$ cat src/rtl/fq_pkg.sv
// Shared types and constants for the instruction fetch queue.
package fq_pkg;

    localparam int          INSN_W       = 32;
    localparam logic [31:0] RESET_PC_DEF = 32'h0000_3000;

    typedef enum logic [1:0] {
        S_FETCH,
        S_WAIT,
        S_DISCARD
    } state_t;

    typedef struct packed {
        logic [INSN_W-1:0] pc;
        logic [INSN_W-1:0] ins;
    } entry_t;

    // Fetch addresses are always word aligned.
    function automatic logic [31:0] word_align(input logic [31:0] a);
        return {a[31:2], 2'b00};
    endfunction

endpackage

$ cat src/rtl/fetch_queue_if.sv
// Fetch-stage bus: redirect input, instruction memory handshake and decode handshake.
interface fetch_queue_if;
    import fq_pkg::*;

    logic              redirect;
    logic [INSN_W-1:0] redirect_pc;
    logic              imem_req;
    logic [INSN_W-1:0] imem_addr;
    logic              imem_gnt;
    logic              imem_rvalid;
    logic [INSN_W-1:0] imem_rdata;
    logic              ins_valid;
    logic [INSN_W-1:0] ins;
    logic [INSN_W-1:0] ins_pc;
    logic              ins_ready;

    modport master (
        input  redirect, redirect_pc,
        output imem_req, imem_addr,
        input  imem_gnt, imem_rvalid, imem_rdata,
        output ins_valid, ins, ins_pc,
        input  ins_ready
    );

    modport slave (
        output redirect, redirect_pc,
        input  imem_req, imem_addr,
        output imem_gnt, imem_rvalid, imem_rdata,
        input  ins_valid, ins, ins_pc,
        output ins_ready
    );

endinterface

$ cat src/rtl/fq_fifo.sv
// DEPTH-entry circular buffer of {pc, ins} with synchronous flush.
module fq_fifo
    import fq_pkg::*;
#(
    parameter int DEPTH = 4
) (
    input  logic                       clk,
    input  logic                       reset,
    input  logic                       flush,
    input  logic                       push,
    input  entry_t                     push_data,
    input  logic                       pop,
    output entry_t                     head,
    output logic [$clog2(DEPTH):0]     count
);
    localparam int AW = $clog2(DEPTH);

    entry_t          mem [DEPTH];
    logic [AW-1:0]   rd_ptr;
    logic [AW-1:0]   wr_ptr;

    assign head = mem[rd_ptr];

    // Pointer/count update; flush wins over push and pop.
    always_ff @(posedge clk or negedge reset) begin
        if (!reset) begin
            rd_ptr <= '0;
            wr_ptr <= '0;
            count  <= '0;
            for (int i = 0; i < DEPTH; i++) mem[i] <= '0;
        end else if (flush) begin
            rd_ptr <= '0;
            wr_ptr <= '0;
            count  <= '0;
        end else begin
            if (push) begin
                mem[wr_ptr] <= push_data;
                wr_ptr      <= wr_ptr + 1'b1;
            end
            if (pop) rd_ptr <= rd_ptr + 1'b1;
            case ({push, pop})
                2'b10:   count <= count + 1'b1;
                2'b01:   count <= count - 1'b1;
                default: count <= count;
            endcase
        end
    end

endmodule

$ cat src/rtl/fetch_queue.sv
// Instruction fetch stage: one outstanding imem request, DEPTH-entry queue to decode,
// redirect flushes and refetches. Define FQ_BYPASS_EN to pass a response straight
// to decode when the queue is empty and decode is ready.
module fetch_queue
    import fq_pkg::*;
#(
    parameter int          DEPTH    = 4,
    parameter logic [31:0] RESET_PC = RESET_PC_DEF
) (
    input  logic               clk,
    input  logic               reset,
    fetch_queue_if.master      bus
);
    localparam int AW = $clog2(DEPTH);
    localparam logic [AW:0] FULL = (AW+1)'(DEPTH);

    state_t       state, state_nxt;
    logic [31:0]  fetch_pc;
    logic [31:0]  req_pc;
    logic         req_q;
    logic [AW:0]  count;
    logic [AW:0]  fill_nxt;
    entry_t       head;
    logic         grant, rsp, push, pop, bypass, nonempty;

    assign grant    = req_q & bus.imem_gnt;
    assign rsp      = (state == S_WAIT) & bus.imem_rvalid;
    assign nonempty = (count != '0);

`ifdef FQ_BYPASS_EN
    assign bypass = rsp & ~bus.redirect & ~nonempty & bus.ins_ready;
`else
    assign bypass = 1'b0;
`endif

    assign push = rsp & ~bus.redirect & ~bypass;
    assign pop  = nonempty & bus.ins_ready & ~bus.redirect;

    fq_fifo #(.DEPTH(DEPTH)) u_fifo (
        .clk       (clk),
        .reset     (reset),
        .flush     (bus.redirect),
        .push      (push),
        .push_data ('{pc: req_pc, ins: bus.imem_rdata}),
        .pop       (pop),
        .head      (head),
        .count     (count)
    );

    assign bus.imem_req  = req_q;
    assign bus.imem_addr = fetch_pc;
    assign bus.ins_valid = nonempty | bypass;
    assign bus.ins       = bypass ? bus.imem_rdata : head.ins;
    assign bus.ins_pc    = bypass ? req_pc         : head.pc;

    // Queue occupancy after this edge; lets imem_req be a registered output.
    always_comb begin
        fill_nxt = count;
        if (bus.redirect)     fill_nxt = '0;
        else if (push & ~pop) fill_nxt = count + 1'b1;
        else if (pop & ~push) fill_nxt = count - 1'b1;
    end

    // Next FSM state; redirect turns a live or just-granted request into a discard.
    always_comb begin
        state_nxt = state;
        case (state)
            S_FETCH:   if (grant) state_nxt = bus.redirect ? S_DISCARD : S_WAIT;
            S_WAIT:    if (bus.imem_rvalid) state_nxt = S_FETCH;
                       else if (bus.redirect) state_nxt = S_DISCARD;
            S_DISCARD: if (bus.imem_rvalid) state_nxt = S_FETCH;
            default:   state_nxt = S_FETCH;
        endcase
    end

    // FSM, fetch PC and registered request line.
    always_ff @(posedge clk or negedge reset) begin
        if (!reset) begin
            state    <= S_FETCH;
            req_q    <= 1'b0;
            fetch_pc <= RESET_PC;
            req_pc   <= RESET_PC;
        end else begin
            state <= state_nxt;
            req_q <= (state_nxt == S_FETCH) && (fill_nxt < FULL);
            if (grant) req_pc <= fetch_pc;
            if (bus.redirect) fetch_pc <= word_align(bus.redirect_pc);
            else if (grant)   fetch_pc <= fetch_pc + 32'd4;
        end
    end

endmodule

$ cat src/flat_wrapper.sv
// flat-port wrapper written by rule: the top's interface ports become plain ports
module fetch_queue_flat import fq_pkg::*;
#(
    parameter int          DEPTH    = 4,
    parameter logic [31:0] RESET_PC = RESET_PC_DEF
)
  (clk, reset, bus_redirect, bus_redirect_pc, bus_imem_req, bus_imem_addr, bus_imem_gnt, bus_imem_rvalid, bus_imem_rdata, bus_ins_valid, bus_ins, bus_ins_pc, bus_ins_ready);
  fetch_queue_if bus_i ();
  input  logic clk;
  input  logic reset;
  input wire logic [$bits(bus_i.redirect)-1:0] bus_redirect;
  input wire logic [$bits(bus_i.redirect_pc)-1:0] bus_redirect_pc;
  output wire logic [$bits(bus_i.imem_req)-1:0] bus_imem_req;
  output wire logic [$bits(bus_i.imem_addr)-1:0] bus_imem_addr;
  input wire logic [$bits(bus_i.imem_gnt)-1:0] bus_imem_gnt;
  input wire logic [$bits(bus_i.imem_rvalid)-1:0] bus_imem_rvalid;
  input wire logic [$bits(bus_i.imem_rdata)-1:0] bus_imem_rdata;
  output wire logic [$bits(bus_i.ins_valid)-1:0] bus_ins_valid;
  output wire logic [$bits(bus_i.ins)-1:0] bus_ins;
  output wire logic [$bits(bus_i.ins_pc)-1:0] bus_ins_pc;
  input wire logic [$bits(bus_i.ins_ready)-1:0] bus_ins_ready;
  assign bus_i.redirect = bus_redirect;
  assign bus_i.redirect_pc = bus_redirect_pc;
  assign bus_imem_req = bus_i.imem_req;
  assign bus_imem_addr = bus_i.imem_addr;
  assign bus_i.imem_gnt = bus_imem_gnt;
  assign bus_i.imem_rvalid = bus_imem_rvalid;
  assign bus_i.imem_rdata = bus_imem_rdata;
  assign bus_ins_valid = bus_i.ins_valid;
  assign bus_ins = bus_i.ins;
  assign bus_ins_pc = bus_i.ins_pc;
  assign bus_i.ins_ready = bus_ins_ready;
  fetch_queue #(.DEPTH(DEPTH), .RESET_PC(RESET_PC)) u_core (.clk(clk), .reset(reset), .bus(bus_i));
endmodule
$ cat config.mk
export PLATFORM = sky130hd
export DESIGN_NAME = fetch_queue_flat
export DESIGN_NICKNAME = d
export VERILOG_FILES = /design/src/rtl/fq_pkg.sv /design/src/rtl/fetch_queue_if.sv /design/src/rtl/fq_fifo.sv /design/src/rtl/fetch_queue.sv /design/src/flat_wrapper.sv
export SDC_FILE = /design/constraint.sdc
export NUM_CORES = 1
export LEC_CHECK = 0
export ABC_AREA = 1
export CORE_ASPECT_RATIO = 0.75
export CORE_MARGIN = 2
export CORE_UTILIZATION = 36
export CTS_BUF_LIST = sky130_fd_sc_hd__clkbuf_4
export CTS_CLUSTER_DIAMETER = 150
export CTS_CLUSTER_SIZE = 24
export DETAILED_ROUTE_END_ITERATION = 16
export GPL_ROUTABILITY_DRIVEN = 0
export GPL_TIMING_DRIVEN = 0
export SETUP_SLACK_MARGIN = 0.02
export SLEW_MARGIN = 15
export SYNTH_ARGS = -nofsm -noshare
export SYNTH_HDL_FRONTEND = slang
export SYNTH_HIERARCHICAL = 1
export SYNTH_SLANG_ARGS = --single-unit
$ cat constraint.sdc
create_clock -name clk -period 3.3 [get_ports clk]
set_clock_uncertainty 0.05 [all_clocks]
set_input_delay 0.66 -clock clk [delete_from_list [all_inputs] [get_ports clk]]
set_output_delay 0.66 -clock clk [all_outputs]
set_load 0.02 [all_outputs]
==> out/metrics.cfg <==
[die]
core-area_um2=40680
die_y_um=179.7
start_util=0.3641
dieArea_um2=42800
dieWidth_um=238.2
boundaryPins=168
std_cell_rows=64

[detailed_routing]
wire_per_inst_um=17.95
drtIter0Drc=1268
drtAntennaViolNets=0
vias_per_cell=5.165
vias=13108
drc=0
wl_um=45550
first_pass_iters=5

[logic_synthesis]
synth-simple-area-share=0.1837
synthCells=1814
synth-seq-cells=326
ys_seq_area_frac=0.5512
async_flop_share=1.000
synth_top_family_by_area=simple AND/OR/NAND/NOR gates
postSynthAreaPerCell_um2=8.165
synth.top_cell.area_share=0.5441
ys.flop_type=dfrtp_1
synth-compound-area-share=0.1830
synthTopCellsByArea=dfrtp_1 54%, o21ai_0 14%, nand2_1 12%
ys_types=33
synth_edf_count=0
synth_top_area_cell=dfrtp_1
synth_fa_ha_area_frac=0.005576
synth_mux_area_frac=0
yosys.area_share.xor_xnor=0.006505
synthesis.area_um2=14810
synth-warning-count=6

[placed_design]
dp_slack_ns=-0.07507
portBuffers=163
placed_cell_area_um2=17200
hpwl_um=31650

[grt]
antenna_found_initial=1
grt-ovfl-total=0
grtUsageTotal=0.2125
grt_pass1_vias=12700
grt_pass1_wl_um=72140
grt_start_max_net_pins=102

[setup_path]
cp_common_cell=buf_2
cpMaxStageDelayCell=dfrtp_1
crit_buf_inv=3
crit_path_start_kind=flip-flop
rr_worst_depth=9
worst_ep_arrival_time_ns=2.47
path_cells=buf_2 -> buf_2 -> o21ai_0 -> o22ai_2 -> clkdlybuf4s15_2
cp_num_cells=5
critPathMaxFanout=10
slowest_delay_ns=0.43
reg2reg_slack_ns=0.87
crit_path_end_kind=primary output
required_ns=2.59
critPathTopFamily=buffers and inverters
critical_path_class=reg2out

[min_path]
hold_path_class=in2async

[final_layout]
fill_cells=4143
drive_gt1_frac=0.09213
nets=2080
fin_area_um2=17420
areaGrowthSynthToFinish_pct=17.64
final_core_util=0.4283

[clock_network]
clkSlewWorstSetupHoldPaths_ns=0.24
clock_path_buffers=3
cts_buffers=17
clk_latency_ns=0.71
clockRootBuffer=clkbuf_4
cts_tree=done
cts_sinks=326
cts_htree_levels=1

[timing]
rsz0062_at_grt=yes
tightest_slew_ns=0.5856
finalCriticalPeriod_ns=3.180
hold_viol=0
whs_ns=0.3001
setup_tns_ns=0
setup_slack_ns=0.1199
maxSlewViolCount=0
setup_viol=0
slew_headroom=0.6096
period_share=0.9637
max_freq_mhz=314.5

[power_and_ir_drop]
p_leak_uw=0.008268
powerDensity_nw_per_um2=536.2
ir_drop_mv=0.2045

[run_status]
status=finished clean

[run]
max_cap_violations=0

[layout make-up]
cell class | instances | area (µm²) | share of cell area
antenna | 2 | 5.005 | 0.0002873
buffer | 114 | 605.6 | 0.03476
inverter | 141 | 529.3 | 0.03038
tap | 528 | 660.6 | 0.03792
timing repair buffer | 168 | 1570 | 0.09013
sequential | 326 | 8163 | 0.4685
multi-input combinational | 1236 | 5713 | 0.3279
clock buffer | 22 | 165.2 | 0.009479
clock inverter | 1 | 11.26 | 0.0006463
[routing by layer]
metal / wire (µm) / global-route usage
met5: 0 / 0
met4: 1014 / 0.04725
met3: 2844 / 0.02872
met2: 20550 / 0.3388
met1: 21140 / 0.3086
[stage by stage]
step	power [µW]	std cells
3_5_place_dp	8103	2511
6_report	9342	2538
2_1_floorplan	6579	1817
3_3_place_gp	8049	2508
4_1_cts	9475	2536
5_1_grt	9952	2538
[cell usage after synthesis, drive strengths merged, types with 3 or more instances]
library cell / instances
ha: 5
dfrtp: 322
buf: 60
o22ai: 64
o21ai: 436
o221ai: 3
clkbuf: 54
nor2: 185
nand2: 472
nand3: 37
xor2: 10
a21oi: 5
dfstp: 4
o211ai: 5
inv: 140
[where the power goes]
group          internal [µW]  switching [µW]
Sequential              4570             421
Clock                    313            1200
Combinational           1030            1820
[what timing repair did]
item | in CTS | in global routing
hold buffers | 1 | 0
endpoints found under the setup margin | 64 | 64
buffers inserted | 1 | 0
gates resized for setup | 163 | 85
pin swaps | 0 | 3
hold endpoints to repair | 37 | 0
[kinds of logic after synthesis]
| family | count (synthesis) |
|---|---|
| xor gates and xnor gates | 11 |
| DFF | 326 |
| AOI/OAI and AO/OA | 518 |
| and+or+nand+nor | 697 |
| other | 1 |
| adders and majority gates | 6 |
| buffers and inverters | 255 |
[registers in the layout, indices dropped and copies added, names as in the netlist]
| signal | cells |
|---|---|
| u_core/bus.imem_addr | 30 |
| u_core/bus.imem_req | 1 |
| u_core/req_pc | 30 |
| u_core/state | 2 |
| u_core/u_fifo/count | 3 |
| u_core/u_fifo/mem | 256 |
| u_core/u_fifo/rd_ptr | 2 |
| u_core/u_fifo/wr_ptr | 2 |
[worst paths after layout]
kind | from | endpoint
max | u_core/u_fifo/rd_ptr[1]$_DFFE_PN0P_ | bus_ins_pc[21]
min | reset | u_core/u_fifo/mem[10]$_DFFE_PN0P_
max reg2reg | u_core/state[1]$_DFF_PN0_ | u_core/u_fifo/mem[40]$_DFFE_PN0P_
min reg2reg | u_core/req_pc[12]$_DFFE_PN1N_ | u_core/req_pc[12]$_DFFE_PN1N_
max in group asynchronous | reset | u_core/bus.imem_addr[13]$_DFFE_PN1N_
min in group clk | bus_redirect_pc[12] | u_core/bus.imem_addr[12]$_DFFE_PN1N_
[worst reg2reg max path, cell delays in order, from the launching register on]
cell      delay, ns
dfrtp_1        0.46
inv_1          0.10
nand2_1        0.05
nor2_1         0.41
inv_1          0.18
nor2_4         0.19
nand2_1        0.08
buf_2          0.22
clkbuf_1       0.31
o21ai_0        0.29
[layout by cell type (no fill, tap or decap), types with 5 or more instances in the layout]
cell type and count:
clkdlybuf4s15_1 8, o22ai_2 14, a21oi_1 5, xor2_1 10
dlygate4sd2_1 8, nand3_1 36, ha_1 5, clkdlybuf4s50_1 98
nor2_1 179, o21ai_1 7, o22ai_1 50, buf_6 6
o21ai_0 429, dfrtp_1 322, inv_1 139, clkbuf_2 44
clkbuf_1 32, clkbuf_4 26, clkdlybuf4s15_2 13, nand2_1 469
buf_4 14, buf_2 48, o211ai_1 5
No activity file was read; power rests on OpenSTA's default activity.
